**src/rtl/com_n.sv**
```systemverilog
// com_n: UART register link. Receives a frame of NUM_REGS bytes and loads all
// of them into DATA_IN at once. It then replies with a snapshot of DATA_OUT.
// At most one reply can be held pending while another reply is on the line.
module com_n #(
  parameter int unsigned CLK_HZ       = 12000000,
  parameter int unsigned BAUD         = 9600,
  parameter int unsigned NUM_REGS     = 2,
  parameter int unsigned TIMEOUT_BITS = 20
) (
  input  logic                  CLK,
  input  logic                  RST_N,
  input  logic                  RX,
  output logic                  TX,
  output logic [8*NUM_REGS-1:0] DATA_IN,
  input  logic [8*NUM_REGS-1:0] DATA_OUT,
  output logic                  UPDATE,
  output logic                  BUSY
);

  localparam int unsigned CPB    = CLK_HZ / BAUD;
  localparam int unsigned HALF   = CPB / 2;
  localparam int unsigned CW     = $clog2(CPB);
  localparam int unsigned IW     = $clog2(NUM_REGS + 1);
  localparam int unsigned BW     = (NUM_REGS > 1) ? $clog2(NUM_REGS) : 1;
  localparam int unsigned TO_MAX = TIMEOUT_BITS * CPB;
  localparam int unsigned TW     = $clog2(TO_MAX + 1);
  localparam int unsigned DW     = 8 * NUM_REGS;

  typedef enum logic [2:0] {RX_IDLE, RX_START, RX_DATA, RX_STOP, RX_WAIT_HIGH} rx_state_t;
  typedef enum logic [2:0] {TX_IDLE, TX_START, TX_DATA, TX_STOP, TX_NEXT} tx_state_t;

  logic            rx_meta_q, rx_sync_q;
  rx_state_t       rx_state_q, rx_state_d;
  logic [CW-1:0]   rx_cnt_q, rx_cnt_d;
  logic [2:0]      rx_bit_q, rx_bit_d;
  logic [7:0]      rx_shift_q, rx_shift_d;
  logic [IW-1:0]   rx_idx_q, rx_idx_d;
  logic [DW-1:0]   shadow_q, shadow_d;
  logic [TW-1:0]   to_cnt_q, to_cnt_d;
  logic [DW-1:0]   data_in_q, data_in_d;
  logic            update_q, update_d;

  tx_state_t       tx_state_q, tx_state_d;
  logic [CW-1:0]   tx_cnt_q, tx_cnt_d;
  logic [2:0]      tx_bit_q, tx_bit_d;
  logic [BW-1:0]   tx_byte_q, tx_byte_d;
  logic [DW-1:0]   txbuf_q, txbuf_d;
  logic            pend_q, pend_d;
  logic            tx_q, tx_d;
  logic            busy_q, busy_d;

  logic frame_done;
  logic last_byte;

  assign frame_done = (rx_idx_q == IW'(NUM_REGS));
  assign last_byte  = (tx_byte_q == BW'(NUM_REGS - 1));

  assign TX      = tx_q;
  assign BUSY    = busy_q;
  assign DATA_IN = data_in_q;
  assign UPDATE  = update_q;

  // Two-flop synchroniser for the asynchronous RX line.
  always_ff @(posedge CLK or negedge RST_N) begin
    if (!RST_N) begin
      rx_meta_q <= 1'b1;
      rx_sync_q <= 1'b1;
    end else begin
      rx_meta_q <= RX;
      rx_sync_q <= rx_meta_q;
    end
  end

  // RX deframer, shadow bank, inter-byte timeout and frame commit.
  always_comb begin
    rx_state_d = rx_state_q;
    rx_cnt_d   = rx_cnt_q;
    rx_bit_d   = rx_bit_q;
    rx_shift_d = rx_shift_q;
    rx_idx_d   = rx_idx_q;
    shadow_d   = shadow_q;
    to_cnt_d   = '0;
    data_in_d  = data_in_q;
    update_d   = 1'b0;

    if (frame_done) begin
      data_in_d = shadow_q;
      update_d  = 1'b1;
      rx_idx_d  = '0;
    end

    case (rx_state_q)
      RX_IDLE: begin
        if (!rx_sync_q) begin
          rx_state_d = RX_START;
          rx_cnt_d   = '0;
        end else if (rx_idx_q != '0 && !frame_done) begin
          if (to_cnt_q == TW'(TO_MAX - 1)) begin
            rx_idx_d = '0;
          end else begin
            to_cnt_d = to_cnt_q + 1'b1;
          end
        end
      end
      RX_START: begin
        if (rx_cnt_q == CW'(HALF - 1)) begin
          rx_cnt_d   = '0;
          rx_bit_d   = '0;
          rx_state_d = rx_sync_q ? RX_IDLE : RX_DATA;
        end else begin
          rx_cnt_d = rx_cnt_q + 1'b1;
        end
      end
      RX_DATA: begin
        if (rx_cnt_q == CW'(CPB - 1)) begin
          rx_cnt_d   = '0;
          rx_shift_d = {rx_sync_q, rx_shift_q[7:1]};
          if (rx_bit_q == 3'd7) begin
            rx_state_d = RX_STOP;
          end else begin
            rx_bit_d = rx_bit_q + 1'b1;
          end
        end else begin
          rx_cnt_d = rx_cnt_q + 1'b1;
        end
      end
      RX_STOP: begin
        if (rx_cnt_q == CW'(CPB - 1)) begin
          rx_cnt_d = '0;
          if (rx_sync_q) begin
            for (int unsigned k = 0; k < NUM_REGS; k++) begin
              if (rx_idx_q == IW'(k)) shadow_d[8*k +: 8] = rx_shift_q;
            end
            rx_idx_d   = rx_idx_q + 1'b1;
            rx_state_d = RX_IDLE;
          end else begin
            rx_idx_d   = '0;
            rx_state_d = RX_WAIT_HIGH;
          end
        end else begin
          rx_cnt_d = rx_cnt_q + 1'b1;
        end
      end
      RX_WAIT_HIGH: begin
        if (rx_sync_q) rx_state_d = RX_IDLE;
      end
      default: rx_state_d = RX_IDLE;
    endcase
  end

  // RX state and register bank.
  always_ff @(posedge CLK or negedge RST_N) begin
    if (!RST_N) begin
      rx_state_q <= RX_IDLE;
      rx_cnt_q   <= '0;
      rx_bit_q   <= '0;
      rx_shift_q <= '0;
      rx_idx_q   <= '0;
      shadow_q   <= '0;
      to_cnt_q   <= '0;
      data_in_q  <= '0;
      update_q   <= 1'b0;
    end else begin
      rx_state_q <= rx_state_d;
      rx_cnt_q   <= rx_cnt_d;
      rx_bit_q   <= rx_bit_d;
      rx_shift_q <= rx_shift_d;
      rx_idx_q   <= rx_idx_d;
      shadow_q   <= shadow_d;
      to_cnt_q   <= to_cnt_d;
      data_in_q  <= data_in_d;
      update_q   <= update_d;
    end
  end

  // TX serialiser with a single pending-reply slot. The stop bit is split
  // into STOP (CPB-1 cycles) and NEXT (1 cycle), so that bytes and replies
  // follow each other without an idle gap on the line.
  always_comb begin
    tx_state_d = tx_state_q;
    tx_cnt_d   = tx_cnt_q;
    tx_bit_d   = tx_bit_q;
    tx_byte_d  = tx_byte_q;
    txbuf_d    = txbuf_q;
    pend_d     = pend_q;

    case (tx_state_q)
      TX_IDLE: begin
        if (frame_done) begin
          txbuf_d    = DATA_OUT;
          tx_byte_d  = '0;
          tx_cnt_d   = '0;
          tx_state_d = TX_START;
        end
      end
      TX_START: begin
        if (tx_cnt_q == CW'(CPB - 1)) begin
          tx_cnt_d   = '0;
          tx_bit_d   = '0;
          tx_state_d = TX_DATA;
        end else begin
          tx_cnt_d = tx_cnt_q + 1'b1;
        end
      end
      TX_DATA: begin
        if (tx_cnt_q == CW'(CPB - 1)) begin
          tx_cnt_d = '0;
          txbuf_d  = txbuf_q >> 1;
          if (tx_bit_q == 3'd7) begin
            tx_state_d = TX_STOP;
          end else begin
            tx_bit_d = tx_bit_q + 1'b1;
          end
        end else begin
          tx_cnt_d = tx_cnt_q + 1'b1;
        end
      end
      TX_STOP: begin
        if (tx_cnt_q == CW'(CPB - 2)) begin
          tx_cnt_d   = '0;
          tx_state_d = TX_NEXT;
        end else begin
          tx_cnt_d = tx_cnt_q + 1'b1;
        end
      end
      TX_NEXT: begin
        tx_cnt_d = '0;
        if (!last_byte) begin
          tx_byte_d  = tx_byte_q + 1'b1;
          tx_state_d = TX_START;
        end else if (pend_q || frame_done) begin
          txbuf_d    = DATA_OUT;
          tx_byte_d  = '0;
          tx_state_d = TX_START;
          pend_d     = pend_q && frame_done;
        end else begin
          tx_state_d = TX_IDLE;
        end
      end
      default: tx_state_d = TX_IDLE;
    endcase

    if (frame_done && tx_state_q != TX_IDLE && !(tx_state_q == TX_NEXT && last_byte)) begin
      pend_d = 1'b1;
    end

    case (tx_state_d)
      TX_START: tx_d = 1'b0;
      TX_DATA:  tx_d = txbuf_d[0];
      default:  tx_d = 1'b1;
    endcase
    busy_d = (tx_state_d != TX_IDLE);
  end

  // TX state and registered line/busy outputs.
  always_ff @(posedge CLK or negedge RST_N) begin
    if (!RST_N) begin
      tx_state_q <= TX_IDLE;
      tx_cnt_q   <= '0;
      tx_bit_q   <= '0;
      tx_byte_q  <= '0;
      txbuf_q    <= '0;
      pend_q     <= 1'b0;
      tx_q       <= 1'b1;
      busy_q     <= 1'b0;
    end else begin
      tx_state_q <= tx_state_d;
      tx_cnt_q   <= tx_cnt_d;
      tx_bit_q   <= tx_bit_d;
      tx_byte_q  <= tx_byte_d;
      txbuf_q    <= txbuf_d;
      pend_q     <= pend_d;
      tx_q       <= tx_d;
      busy_q     <= busy_d;
    end
  end

endmodule

```
**config.mk**
```make
export PLATFORM = sky130hd
export DESIGN_NAME = com_n
export DESIGN_NICKNAME = d
export VERILOG_FILES = /design/src/rtl/com_n.sv
export SDC_FILE = /design/constraint.sdc
export NUM_CORES = 1
export LEC_CHECK = 0
export ABC_AREA = 1
export BUFFER_PORTS_ARGS = -buffer_cell sky130_fd_sc_hd__buf_2
export CAP_MARGIN = 15
export CORE_UTILIZATION = 30
export DETAILED_ROUTE_END_ITERATION = 10
export PLACE_DENSITY = 0.47
export SYNTH_ARGS = -nofsm -noshare
export SYNTH_HDL_FRONTEND = slang
export SYNTH_SLANG_ARGS = --single-unit
```
**constraint.sdc**
```tcl
create_clock -name CLK -period 1.6 [get_ports CLK]
set_clock_uncertainty 0.15 [all_clocks]
set_input_delay 0.32 -clock CLK [delete_from_list [all_inputs] [get_ports CLK]]
set_output_delay 0.32 -clock CLK [all_outputs]
set_load 0.1 [all_outputs]
```
==> flow_results.org, run 1 <==
** Outcome
- Run status :: complete, but fails checks
- The checks that failed: negative setup slack.

** Floorplan
- The floorplan step set the die height to 141.8 µm.
- The floorplan step set the die width to 141.8 µm.
- 38 I/O pins were placed.
- Number of rows in the core area :: 50
- Initial core utilization :: 30.94%
- Total die area :: 20,120 µm²
- Core Region :: 18,960 µm²

** Critical path
- Nature of the critical path startpoint :: flip-flop
- STA puts the critical path data required time at 1750 ps.
- Startpoint-to-endpoint class of the critical path :: flip-flop to flip-flop
- In this run the worst path has a maximum fanout of 8.
- Crit path DAT :: 1910 ps
- The critical path starts at rx_cnt_q[1].
- Kind of capture point of the worst setup path :: flip-flop
- Crit Reg-Reg Startpoint :: rx_cnt_q[1]

** Timing
- The hold violation total from the final report was 0.
- Final worst-path setup slack :: -155.2 ps
- Measured against its own limit, the worst slew margin works out to 79.67%.
- Share of the clock period used by the worst path :: 109.7%
- Actual transition at the worst max-transition pin :: 303.9 ps
- Setup violations remaining at the end of the flow were counted as 65.
- Setup repair after global routing could not meet its margin everywhere.
- Fin. max-slew vios :: 0
- Maximum clock frequency :: 569.7 MHz
- Subtracting the final worst setup slack from the clock period gives 1755 ps.

** Route
- Using the TritonRoute via totals, the vias-per-cell ratio works out to 4.468.
- Total Wirelength :: 14,420 µm
- Detail Route Antenna Nets :: 0
- Total number of vias :: 5,138
- Average wire length per cell after detail routing :: 12.54 µm
- Detailed Route Iter0 Violations :: 201
- In the routed design, unresolved DRC markers number 0.
- The first detailed-routing pass took 4 iterations.

** GRT
- The via count of the first global-routing pass was 5,250.
- Residual overflow from global routing :: 0
- Wire length of the first global-routing pass :: 24,230 µm
- For this run, the total global-route usage over all layers was measured as 15.03%.
- Antenna violations before repair :: 0
- Entering global routing, the biggest net connects 42 pins.

** Clock network
- The longest clock path from root to sink contains 2 buffers.
- After clock tree synthesis, the clock-pin slew on the worst setup and hold paths is 60 ps.
- Clock tree from TritonCTS :: built
- Number of buffers created by CTS :: 17
- Number of levels in the clock H-tree :: 4
- The clock reaches the later pin of the worst-skew pair after 410 ps.
- For this design, the sink count on the clock tree is 114.
- Root buffer selected by CTS :: sky130_fd_sc_hd__clkbuf_16

** Logic synthesis
- FF+latch count, synth :: 114
- When the netlist entered floorplanning its net count stood at 734.
- During synthesis, Yosys emitted a total of 0 warnings.
- Synthesized area :: 5866 µm²
- The synthesized design contains 0 enable-type register cells.
- Summed over all instances, the cell type with the most area after synthesis is sky130_fd_sc_hd__dfrtp_1.
- Area share of the largest cell type after synthesis :: 47.35%
- For this run, the leading register cell type out of synthesis is sky130_fd_sc_hd__dfrtp_1.
- Counting distinct cell types in the post-synthesis netlist gives 42.
- Avg Inst Size Synth :: 8.379 µm²
- Commonest cells in the netlist :: sky130_fd_sc_hd__nand2_1 (201), sky130_fd_sc_hd__dfrtp_1 (111), sky130_fd_sc_hd__inv_1 (69)
- After technology mapping, the gate count stands at 700.
- Largest cells by area after synthesis :: sky130_fd_sc_hd__dfrtp_1 (47%), sky130_fd_sc_hd__nand2_1 (13%), sky130_fd_sc_hd__nand3_1 (5.5%), sky130_fd_sc_hd__inv_1 (4.4%), sky130_fd_sc_hd__ha_1 (3.2%)
- In the post-synthesis netlist, the cell with the most instances is sky130_fd_sc_hd__nand2_1.
- Portion of the post-synthesis area used by sequential elements :: 48.70%
- Share of synthesized registers carrying an async set or reset :: 100.0%

** Placement
- Placed inst area :: 7067 µm²
- The count of buffers added on input and output ports is 37.
- HPWL after DPL :: 9447 µm
- At the end of routability-driven placement, the weighted congestion stood at 0.8603.

** Min path
- The worst hold path begins at DATA_OUT[0].
- The path class of the tightest hold or removal check is primary input to flip-flop.

** Power
- VDD sags by at most 641.7 µV.
- P per Cell Area :: 749.2 nW/µm²
- Power comes to 6.679 mW.
- Leak Pwr :: 4.083 nW

** Final layout
- After routing the design area is 8915 µm².
- Compared with the post-synthesis result, the final layout area differs by 51.98%.
- The repair_antennas step left the layout with diodes totalling 0.
- Final core area utilization :: 47.03%
- Final-layout fill cell count :: 1,813
- Of the cells placed in the final design, the portion with a size suffix greater than 1 is 45.73%.
- Number of nets in the finished design :: 911

** Run
- Number of maximum-capacitance constraint violations :: 0
## layer usage
layer | track usage [%] | share of wire [%]
met1 | 18.79 | 47
met2 | 25.20 | 50
met3 | 3.915 | 2.2
met4 | 4.867 | 0.78
met5 | 0 | 0
## cell families after synthesis
kind of cell    count (synthesis)  share of synthesized area, %
compound gates                 79                         8.170
flops                         114                         48.70
simple gates                  391                         32.04
buf+inv                        97                         7.295
xor+xnor                        4                        0.5974
fa+ha+maj                      15                         3.200
## worst paths after layout
| path | end | slack, ps | cells past startpoint |
|---|---|---|---|
| setup / recovery | shadow_q[11] | -160 | 9 |
| hold / removal | txbuf_q[0] | 50 | 5 |
| setup reg to reg | shadow_q[11] | -160 | 9 |
| hold reg to reg | rx_sync_q | 210 | 0 |
| max in group asynchronous | rx_meta_q | 640 | 3 |
| min in group asynchronous | tx_cnt_q[1] | 160 | 2 |
## layout make-up
class / instances / area [µm²] / area share (%)
inverters: 83 / 341.6 / 3.832
repair buffers: 170 / 1485 / 16.66
clock inverters: 15 / 145.1 / 1.628
multi-input cells: 491 / 3332 / 37.38
flip-flops and latches: 114 / 2860 / 32.08
well taps: 260 / 325.3 / 3.649
clock buffers: 17 / 425.4 / 4.772
## critical path, cell delays in order, from the launching register on
cell,delay [ps]
sky130_fd_sc_hd__dfrtp_1,390
sky130_fd_sc_hd__inv_2,110
sky130_fd_sc_hd__ha_4,150
sky130_fd_sc_hd__nand2_2,50
sky130_fd_sc_hd__nor3_2,120
sky130_fd_sc_hd__nand3_2,180
sky130_fd_sc_hd__clkinv_4,140
sky130_fd_sc_hd__nand3_4,170
sky130_fd_sc_hd__nand2_2,120
sky130_fd_sc_hd__o21ai_2,50
## cell usage in the layout (no fill, tap or decap), types with 3 or more instances in the layout
master	n
sky130_fd_sc_hd__nand2_1	150
sky130_fd_sc_hd__dfrtp_1	108
sky130_fd_sc_hd__buf_4	105
sky130_fd_sc_hd__inv_1	55
sky130_fd_sc_hd__nand3_1	47
sky130_fd_sc_hd__nand2_2	42
sky130_fd_sc_hd__nor2_1	28
sky130_fd_sc_hd__nand2_4	24
sky130_fd_sc_hd__nand3_2	23
sky130_fd_sc_hd__o21ai_2	22
sky130_fd_sc_hd__buf_6	21
sky130_fd_sc_hd__inv_2	20
sky130_fd_sc_hd__clkbuf_16	18
sky130_fd_sc_hd__nor2_2	17
sky130_fd_sc_hd__dlygate4sd3_1	17
sky130_fd_sc_hd__buf_2	17
sky130_fd_sc_hd__o21ai_0	16
sky130_fd_sc_hd__nor2_4	15
sky130_fd_sc_hd__nand4_1	11
sky130_fd_sc_hd__o21ai_1	11
sky130_fd_sc_hd__nor3_1	10
sky130_fd_sc_hd__a21oi_2	10
sky130_fd_sc_hd__a21oi_1	9
sky130_fd_sc_hd__buf_12	9
sky130_fd_sc_hd__inv_6	8
sky130_fd_sc_hd__ha_4	8
sky130_fd_sc_hd__ha_1	7
sky130_fd_sc_hd__nand3_4	6
sky130_fd_sc_hd__nor3_2	6
sky130_fd_sc_hd__inv_4	5
sky130_fd_sc_hd__o21ai_4	4
sky130_fd_sc_hd__clkinv_4	4
sky130_fd_sc_hd__dfstp_2	3
sky130_fd_sc_hd__o211ai_1	3
sky130_fd_sc_hd__nor3_4	3
sky130_fd_sc_hd__clkinvlp_4	3
sky130_fd_sc_hd__dfrtp_2	3
## registers in the layout, summed over array words and instances (netlist names), 2 cells and up
name and cells:
DATA_IN 16, rx_bit_q 3, rx_cnt_q 11, rx_idx_q 2
rx_shift_q 8, rx_state_q 3, shadow_q 16, to_cnt_q 15
tx_bit_q 3, tx_cnt_q 11, tx_state_q 3, txbuf_q 16
## timing repair
action / 4_1_cts / 5_1_grt
endpoints found under the hold margin: 127 / 0
pin swaps: 26 / 51
setup endpoints to repair: 94 / 91
cloned: 2 / 1
buffers inserted: 20 / 12
gates resized for setup: 111 / 129
hold buffers: 17 / 0
## stage by stage
| stage | setup slack [ps] | std cells | hold slack (ps) | TNS [ps] |
|---|---|---|---|---|
| after global routing | -272.2 | 1150 | 80.16 | -13920 |
| after global placement | -166.7 | 1068 | 36.23 | -5315 |
| final | -155.2 | 1150 | 51.00 | -5922 |
| after CTS | -137.5 | 1139 | 39.92 | -4686 |
| after floorplan | -12.51 | 700 | -125.6 | -48.68 |
| after detailed placement | -188.9 | 1068 | 43.29 | -7393 |
## where the power goes
part / internal (mW) / leakage, nW / switching [mW] / total, mW
clock: 2.17 / 0.272 / 1.48 / 3.65
combinational: 0.0611 / 2.33 / 0.0743 / 0.135
sequential: 2.89 / 1.48 / 0.00241 / 2.89
No activity file was read; power rests on OpenSTA's default activity.
==> inputs of run 2 (changes only) <==
Settings changed: ABC_AREA 1 to not set, CORE_MARGIN set to 10.
==> run 2 against run 1 <==
  * The flow still finishes with violations (negative setup slack)
  * Register-to-register slack lost 460 ps
  * Non-clock buffer count is 21 higher
  * Critical path depth is 3 lower
  * Combinational power about the same
  * First-iteration DRC count up 6.0%
  * Worst setup slack got worse by 460 ps
  * Sequential cell count unchanged
  * Sequential power about the same
  * Die area grew 18%
  * Critical endpoint is now TX
==> flow_results.org, run 2 <==
** Logic synthesis
- Synth Flop Type :: sky130_fd_sc_hd__dfrtp_1
- The synthesized netlist occupies a cell area of 5390 µm².
- Mapped Nets :: 533
- Counting flops and latches in the post-synthesis netlist gives 114.
- Yosys mapped a number of flops with a built-in enable equal to 0.
- sky130_fd_sc_hd__dfrtp_1 takes more of the synthesized area than any other cell.
- Ranked by instance count, the synthesized netlist is headed by sky130_fd_sc_hd__dfrtp_1 (111), sky130_fd_sc_hd__nand2_1 (60), sky130_fd_sc_hd__mux2_2 (42).
- Avg Inst Size Synth :: 10.80 µm²
- Largest cells by area after synthesis :: sky130_fd_sc_hd__dfrtp_1 (52%), sky130_fd_sc_hd__mux2_2 (8.8%), sky130_fd_sc_hd__nand2_1 (4.2%), sky130_fd_sc_hd__ha_1 (3.5%), sky130_fd_sc_hd__nand3_1 (2.3%)
- Portion of the post-synthesis area used by sequential elements :: 52.99%
- Area share of the largest cell type after synthesis :: 51.53%
- In this run, distinct cell masters in the synthesized netlist total 57.
- Yosys instantiated no cell more often than sky130_fd_sc_hd__dfrtp_1.
- Share of synthesized registers carrying an async set or reset :: 100.0%
- YS warnings :: 0
- The cell count after synthesis came out at 499.

** Final layout
- Syn-to-layout area delta :: 58.80%
- Leaving out fill and tap cells, the most frequent cells in the layout are sky130_fd_sc_hd__buf_4 (127), sky130_fd_sc_hd__dfrtp_1 (110), sky130_fd_sc_hd__nand2_1 (42), sky130_fd_sc_hd__mux2_2 (39), sky130_fd_sc_hd__buf_6 (22).
- Number of nets in the finished design :: 727
- Measured on the finished design, the core utilization comes to 48.98%.
- Leaving out fill and tap cells, the most frequent cell in the layout is sky130_fd_sc_hd__buf_4.
- Of the cells placed in the final design, the portion with a size suffix greater than 1 is 51.27%.
- Count of placed standard cells in the final layout, fillers left out :: 932

** Outcome
- The final reports fail on negative setup slack.
- The flow ran to the end, but the final reports show violations.

** Clock network
- Clock tree from TritonCTS :: built
- The tree is rooted in a sky130_fd_sc_hd__clkbuf_16.
- Counting every sink on the clock net gives 114.
- Clock-pin slew was measured on the worst setup and hold paths at 60 ps.
- The clock passes through at most 2 buffers.
- The H-tree was split into 4 levels.
- Number of buffers created by CTS :: 17
- The later pin in the worst-skew pair is clocked with a latency of 420 ps.

** GRT
- Entering global routing, the biggest net connects 44 pins.
- Met1 routing resource usage after global routing :: 14.47%
- Top Usage Layer GRT :: met2
- Routing usage on met2 :: 20.05%
- The first global-routing pass estimated 23,520 µm of wire.
- Number of global-route vias before repair :: 4,727
- Residual overflow from global routing :: 0
- Total routing usage reported by global routing :: 12.04%
- Met3 routing resource usage after global routing :: 2.789%
- The number of antenna violations at the first check in global routing came to 1.

** Timing
- The hold violation total from the final report is 0.
- For the pin with the worst max-slew slack, the measured transition is 667.0 ps.
- The worst path in the final design needs a cycle of 2219 ps, including I/O delays and setup.
- Setup repair after global routing could not meet its margin everywhere.
- In the final timing run, aggregate negative setup slack is -32,380 ps.
- Slew headroom :: 55.19%
- The final count of pins violating max slew came to 0.
- Setup violations remaining at the end of the flow were counted as 95.
- Static timing analysis puts the maximum clock frequency at 450.6 MHz.
- Share of the clock period used by the worst path :: 138.7%
- The tightest hold path in the finished design has a slack of 147.7 ps.
- Final worst-path setup slack :: -619.3 ps

** Floorplan
- The die covers 23,730 µm².
- The core region is 17,480 µm².
- Number of top-level pins :: 38
- Chip Height :: 154.0 µm
- Die W :: 154.0 µm
- Number of rows in the core area :: 48
- Initial core utilization :: 30.84%

** Critical path
- The setup path with the least slack is of type flip-flop to flip-flop.
- Nature of the critical path startpoint :: flip-flop
- The number of cells on the worst reg-to-reg path is 6.
- Top fanout value on the critical path :: 4
- At the worst endpoint, the required time is 1790 ps.
- Crit path DAT :: 2410 ps
- Kind of capture point of the worst setup path :: flip-flop

** Route
- After the first detailed-routing iteration, the DRC count stood at 213.
- The count of nets left with antenna violations once routing finished came out at 0.
- The routed layout has 4,496 vias.
- Dividing the detail-routed wire length by the instance count gives 15.38 µm.
- The first detailed-routing pass ran for 4 iterations.
- For this run, design rule violations remaining after detail routing come to 0.
- After detailed routing, the total wire length is 14,330 µm.
- After detailed routing, the number of vias per cell comes to 4.824.

** Min path
- In this run the worst hold path is classified as primary input to asynchronous set/reset pin.

** Placement
- HPWL after DPL :: 9303 µm
- Final weighted congestion of routability-driven global placement :: 0.8365
- # placed instances :: 856
- During placement, the flow inserted port buffers numbering 37.

** Power
- In this run the power density over the cells is 830.1 nW/µm².
- Summed over all cells, the static leakage comes to 3.848 nW.
- Across the VDD grid, the largest voltage drop is 814.6 µV.

** Run
- The tool flagged a number of max-cap violations equal to 0.
-- run 2: repair_timing --
item	in CTS	in global routing
endpoints found under the hold margin	127	0
gates cloned	6	1
endpoints found under the setup margin	114	97
hold buffers	17	0
gates resized for setup	82	93
pin swaps	34	44
setup buffers	12	10
-- run 2: metal layers --
| metal | vias up | part of all wire [%] |
|---|---|---|
| met5 | - | 0 |
| met4 | 0 | 1.5 |
| met1 | 2234 | 44 |
| met3 | 15 | 2.4 |
| li1 | 2203 | - |
| met2 | 44 | 52 |
-- run 2: cell families after synthesis --
kind of cell,share of synthesized area (%)
AOI/OAI and AO/OA,11.35
xor gates and xnor gates,2.600
adders and majority gates,3.482
buffers and inverters,2.994
DFF,52.99
muxes,9.703
and+or+nand+nor,16.88
-- run 2: power breakdown --
part	internal, mW	switching, mW	total, mW	leakage (nW)
clock	2.62	1.45	4.08	0.305
sequential	2.89	0.00220	2.89	1.49
combinational	0.0604	0.0766	0.137	2.05
total	5.57	1.53	7.11	3.85
-- run 2: final timing paths --
path,to,slack (ps),from
min reg2reg,rx_sync_q,220,rx_meta_q
min,rx_shift_q[6],150,RST_N
max,TX,-620,tx_cnt_q[2]
min in group CLK,txbuf_q[0],190,DATA_OUT[0]
max reg2reg,TX,-620,tx_cnt_q[2]
max in group asynchronous,rx_meta_q,600,RST_N
-- run 2: stage by stage --
step | power (mW) | area, µm² | setup WS (ps)
after floorplan | 2.950 | 5664 | -573.6
after global routing | 7.342 | 8559 | -646.9
final | 7.105 | 8559 | -619.3
after detailed placement | 3.052 | 6858 | -704.1
after global placement | 3.050 | 6858 | -661.6
after CTS | 7.201 | 8132 | -647.1
-- run 2: area by class of cell --
class | count | area [µm²]
sequential | 114 | 2858
multi-input combinational | 345 | 3069
timing repair buffer | 191 | 1619
inverter | 24 | 97.59
tap | 225 | 281.5
antenna | 1 | 2.502
clock buffer | 17 | 425.4
fill | 1588 | 8917
clock inverter | 15 | 206.4
-- run 2: critical path, cell delays in order (launching register included) --
cell                       delay, ps
sky130_fd_sc_hd__dfrtp_1         370
sky130_fd_sc_hd__or4_4           580
sky130_fd_sc_hd__buf_4           180
sky130_fd_sc_hd__o41a_1          420
sky130_fd_sc_hd__o21ai_2         200
sky130_fd_sc_hd__a211oi_1         70
sky130_fd_sc_hd__mux2i_1         170
